===== config.mk =====
export PLATFORM = sky130hd
export DESIGN_NAME = ysyx_22050854_ifu
export DESIGN_NICKNAME = d
export VERILOG_FILES = /design/src/rtl/ysyx_22050854_ifu.sv
export SDC_FILE = /design/constraint.sdc
export NUM_CORES = 1
export LEC_CHECK = 0
export ABC_AREA = 1
export CAP_MARGIN = 20
export CORE_MARGIN = 5
export CORE_UTILIZATION = 35
export CTS_CLUSTER_DIAMETER = 60
export DETAILED_ROUTE_END_ITERATION = 7
export PLACE_DENSITY = 0.67
export SLEW_MARGIN = 20
export SYNTH_ARGS = -nofsm -noshare
export SYNTH_HDL_FRONTEND = slang
export SYNTH_SLANG_ARGS = --single-unit

===== constraint.sdc =====
create_clock -name clk -period 3 [get_ports clk]
set_input_delay 0.6 -clock clk [delete_from_list [all_inputs] [get_ports clk]]
set_output_delay 0.6 -clock clk [all_outputs]
set_load 0.02 [all_outputs]

===== src/rtl/ysyx_22050854_ifu.sv =====
// ysyx_22050854_ifu -- instruction fetch unit between the PC stage and decode.
//
// Issues one instruction-memory request per pc_i. The returned word goes into
// the IF/ID register (if_valid/if_pc/if_inst), where it waits until decode
// accepts it. A redirect (jump) flushes whatever is in flight. A word-misaligned
// pc_i produces a NOP slot flagged by if_misalign, and no memory request.
//
// Ports
//   clk, rst          single clock; asynchronous active-high reset
//   pc_i              fetch address from the PC stage (registered there)
//   jump              redirect: the fetch in progress is stale
//   stall             decode cannot accept the current IF/ID contents
//   imem_req_*        request channel (valid/ready, word-aligned address)
//   imem_resp_*       response channel (single-cycle data pulse)
//   fetch_busy        PC-stage suspend; pc_i may advance only while 0
//   if_valid/if_pc/if_inst/if_misalign   IF/ID register contents
//
// state  | meaning
// -------+-----------------------------------------------------------
// IDLE   | first cycle after reset, nothing issued yet
// REQ    | presenting pc_i to instruction memory
// WAIT   | request accepted, waiting for its response
// DROP   | redirected while waiting; the pending response is discarded
// DONE   | IF/ID register holds an instruction for decode

module ysyx_22050854_ifu #(
  parameter logic [31:0] RESET_PC = 32'h80000000,
  parameter logic [31:0] NOP_INST = 32'h00000013
) (
  input  logic        clk,
  input  logic        rst,
  input  logic [31:0] pc_i,
  input  logic        jump,
  input  logic        stall,
  output logic        imem_req_valid,
  output logic [31:0] imem_req_addr,
  input  logic        imem_req_ready,
  input  logic        imem_resp_valid,
  input  logic [31:0] imem_resp_data,
  output logic        fetch_busy,
  output logic        if_valid,
  output logic [31:0] if_pc,
  output logic [31:0] if_inst,
  output logic        if_misalign
);

  typedef enum logic [2:0] {
    S_IDLE = 3'd0,
    S_REQ  = 3'd1,
    S_WAIT = 3'd2,
    S_DROP = 3'd3,
    S_DONE = 3'd4
  } state_t;

  state_t      state;
  state_t      state_nxt;
  logic [31:0] req_pc;
  logic        misaligned;

  assign misaligned = (pc_i[1:0] != 2'b00);

  // State register
  always_ff @(posedge clk or posedge rst) begin
    if (rst) begin
      state <= S_IDLE;
    end else begin
      state <= state_nxt;
    end
  end

  // Next-state logic. A redirect in DROP does not leave DROP: the response
  // of the abandoned request is still owed and must be swallowed first.
  always_comb begin
    state_nxt = state;
    case (state)
      S_IDLE: state_nxt = S_REQ;
      S_REQ: begin
        if (jump) begin
          state_nxt = S_REQ;
        end else if (misaligned) begin
          state_nxt = S_DONE;
        end else if (imem_req_ready) begin
          state_nxt = S_WAIT;
        end
      end
      S_WAIT: begin
        if (jump) begin
          state_nxt = imem_resp_valid ? S_REQ : S_DROP;
        end else if (imem_resp_valid) begin
          state_nxt = S_DONE;
        end
      end
      S_DROP: begin
        if (imem_resp_valid) begin
          state_nxt = S_REQ;
        end
      end
      S_DONE: begin
        if (jump || !stall) begin
          state_nxt = S_REQ;
        end
      end
      default: state_nxt = S_IDLE;
    endcase
  end

  // Outputs. The request is masked during a redirect so a stale pc_i can
  // never be accepted; the next cycle presents the new target instead.
  always_comb begin
    imem_req_valid = (state == S_REQ) && !misaligned && !jump;
    imem_req_addr  = {pc_i[31:2], 2'b00};
    fetch_busy     = !((state == S_DONE) && !stall);
  end

  // Request-address latch and IF/ID register
  always_ff @(posedge clk or posedge rst) begin
    if (rst) begin
      req_pc      <= RESET_PC;
      if_valid    <= 1'b0;
      if_pc       <= RESET_PC;
      if_inst     <= NOP_INST;
      if_misalign <= 1'b0;
    end else begin
      if (imem_req_valid && imem_req_ready) begin
        req_pc <= pc_i;
      end
      if (jump) begin
        // Redirect beats stall; the slot becomes a bubble.
        if_valid    <= 1'b0;
        if_inst     <= NOP_INST;
        if_misalign <= 1'b0;
      end else begin
        case (state)
          S_REQ: begin
            if (misaligned) begin
              if_valid    <= 1'b1;
              if_pc       <= pc_i;
              if_inst     <= NOP_INST;
              if_misalign <= 1'b1;
            end
          end
          S_WAIT: begin
            if (imem_resp_valid) begin
              if_valid    <= 1'b1;
              if_pc       <= req_pc;
              if_inst     <= imem_resp_data;
              if_misalign <= 1'b0;
            end
          end
          S_DONE: begin
            if (!stall) begin
              if_valid    <= 1'b0;
              if_misalign <= 1'b0;
            end
          end
          default: ;
        endcase
      end
    end
  end

endmodule


==> flow_summary.toml <==
[clock_network]
clock_path_buffers = 2
htreeDepth = 3
clk_pin_slew_ps = 70
cts_made_buffers = 9
post_cts_buffers = 0
cts.repair.resized = 0
clock_latency_ps = 350
cts_tree = "built"
root_buffer = "clkbuf_16"
cts_sinks = 101
cts_hold_buf = 0

[timing]
post-route-period-util_pct = 93.69
setup_viol = 0
fmax_mhz = 355.8
fin_skew_ps = 7.640
slew_headroom_pct = 52.90
period_needed_ps = 2811
report.final.slew_viol_count = 0
tns_ps = 0
rsz0062_at_grt = "false"
finalHoldViolations = 0
fin_hold_ws_ps = 468.1
tightest_slew_ps = 704.8

[drt]
wire_per_inst_um = 14.27
routed_wl_um = 13200
viasPerCell = 4.804
ant_nets = 0
dr.pass1.iters = 5
drc_errors = 0
route.vias.total = 4444
drt_iter0_markers = 357

[synthesis]
syn_area_um2 = 5001
synth_top_family_by_area = "simple AND/OR/NAND/NOR gates"
syn_inst = 618
synth_xor_area_share_pct = 0
synth_fa_ha_area_share_pct = 0
ys_seq_area_share_pct = 50.66
yosysUniqueCellTypes = 25
ys.flop_type = "dfrtp_1"
synth_edf_count = 0
ys_ff_latch = 101
synth_compound_area_share_pct = 6.630
synthSimpleGateAreaFrac_pct = 29.77
synthMuxAreaShare_pct = 0
ys_warn_count = 0
synthArstFlopShare_pct = 100.0
syn_area_per_cell_um2 = 8.092

[die]
rows = 43
start_util_pct = 35.89
dieArea_um2 = 16780
num_io_pins = 170
dieHeight_um = 129.5
core-area_um2 = 13930
die_w_um = 129.5

[placement]
port_buffers = 167
gp_congestion = 0.8205
dp_hpwl_um = 9276

[critical_path]
slowest_delay_ps = 630
path_common_cell = "clkdlybuf4s50_1"
critical_path_required_ps = 2400
worstSetupStartpointType = "input pin"
critPathSlowestCell = "clkdlybuf4s50_1"
worstPathArrival_ps = 2210
worstSetupEndpointType = "output port"
critPathKind = "input pin to output port"
path_max_fanout = 4
worstPathCellList = "clkdlybuf4s50_1 -> inv_1 -> nand2_1 -> nor2_2 -> nand2_2 -> inv_2 -> clkdlybuf4s50_1"

[min_path]
min_path_type = "flop to flop"

[pwr]
power_density_nw_per_um2 = 777.5
vdd_drop_max_v = 0.0003759
p_leak_nw = 3.280

[global_routing]
grtUsageMet3_pct = 3.669
grt_usage_pct = 16.08
grt_pass1_wl_um = 21450
grt_pass1_vias = 4345
overflow = 0
grt_busiest_layer = "met2"
grt_max_degree = 58
antenna_found_initial = 0
grtUsageMet2_pct = 25.98
grtUsageMet1_pct = 20.90

[finish]
final_common_cell = "nand2_1"
area_delta_synth_final_pct = 36.43
diodes = 0
nNetsFinal = 810
drive_above_1_share_pct = 6.443
layout_common_cells = "242 x nand2_1, 167 x clkdlybuf4s50_1, 96 x dfrtp_1, 61 x o21ai_0, 43 x inv_1"

[job]
max_cap_viol_count = 0

[run_status]
run_status = "finished, final reports clean"
## Yosys cell counts, types with 2 or more instances
master | instances | area share [%]
inv_2 | 6 | 0.45
nand3b_1 | 29 | 4.4
clkbuf_1 | 8 | 0.60
nand3_1 | 41 | 4.1
inv_1 | 44 | 3.3
o21ai_0 | 61 | 6.1
nor2_2 | 2 | 0.25
a21oi_1 | 2 | 0.20
nor2_1 | 6 | 0.45
nand4_1 | 3 | 0.38
nand2_1 | 242 | 18
buf_6 | 5 | 1.1
nand2_2 | 2 | 0.25
nor2_4 | 4 | 0.90
buf_2 | 13 | 1.3
buf_4 | 40 | 6.0
dfrtp_1 | 96 | 48
nand3_2 | 2 | 0.40
o21ai_1 | 2 | 0.20
dfstp_2 | 5 | 2.6
## final cells by class
| cell class | instances | area, um2 |
|---|---|---|
| inverter | 50 | 191.4 |
| timing repair buffer | 177 | 1759 |
| fill | 1326 | 7112 |
| sequential | 101 | 2534 |
| clock inverter | 5 | 52.55 |
| tap | 180 | 225.2 |
| clock buffer | 11 | 232.7 |
| multi-input combinational | 401 | 1828 |
## worst paths after layout
check / from / to / slack [ps] / cells past startpoint
setup reg to reg: state[0]$_DFFE_PP0P_ / if_inst[25]$_DFFE_PP0P_ / 1010 / 7
hold reg to reg: if_pc[31]$_DFFE_PP1P_ / if_pc[31]$_DFFE_PP1P_ / 470 / 2
max in group asynchronous: rst / if_inst[0]$_DFFE_PP1P_ / 1710 / 3
min in group asynchronous: rst / req_pc[25]$_DFFE_PP0P_ / 540 / 2
hold / removal: if_pc[31]$_DFFE_PP1P_ / if_pc[31]$_DFFE_PP1P_ / 470 / 2
setup / recovery: pc_i[0] / imem_req_valid / 190 / 7
## stage by stage
stage / instance area [um2] / total power, mW / setup slack [ps] / util, % / std cells
2_1_floorplan: 5009 / 3.351 / 1200 / - / 619
3_3_place_gp: 6538 / 4.166 / 199.8 / 46.92 / 909
3_5_place_dp: 6538 / 4.227 / 183.0 / 46.92 / 909
4_1_cts: 6823 / 5.396 / 182.3 / 48.96 / 925
5_1_grt: 6823 / 5.698 / 92.67 / 48.96 / 925
6_report: 6823 / 5.305 / 189.2 / 48.96 / 925
## state kept, by name (all words and copies together), names as in the netlist
name	cells
if_pc	32
if_valid	1
if_inst	32
req_pc	32
if_misalign	1
state	3
## routing by layer
metal,up-vias,routed length [um]
met5,-,0
met4,0,306
met3,21,916
met2,152,6345
met1,2119,5631
li1,2152,-
## logic make-up (layout without fill, tap and decap cells)
logic type,Yosys count,in the layout
flip-flops,101,101
other,1,2
buffers and inverters,117,243
AO/OA/AOI/OAI,66,66
AND/OR/NAND/NOR,333,333
## worst max-delay path: cells and delay by family
| kind | cells | cell delay, ps |
|---|---|---|
| buffers and inverters | 4 | 1230 |
| and+or+nand+nor | 3 | 370 |
## power breakdown
group	switching, mW	internal [mW]
clock	0.493	0.643
sequential	0.229	1.86
combinational	1.24	0.836
total	1.96	3.34
(Power assumes the default switching activity.)
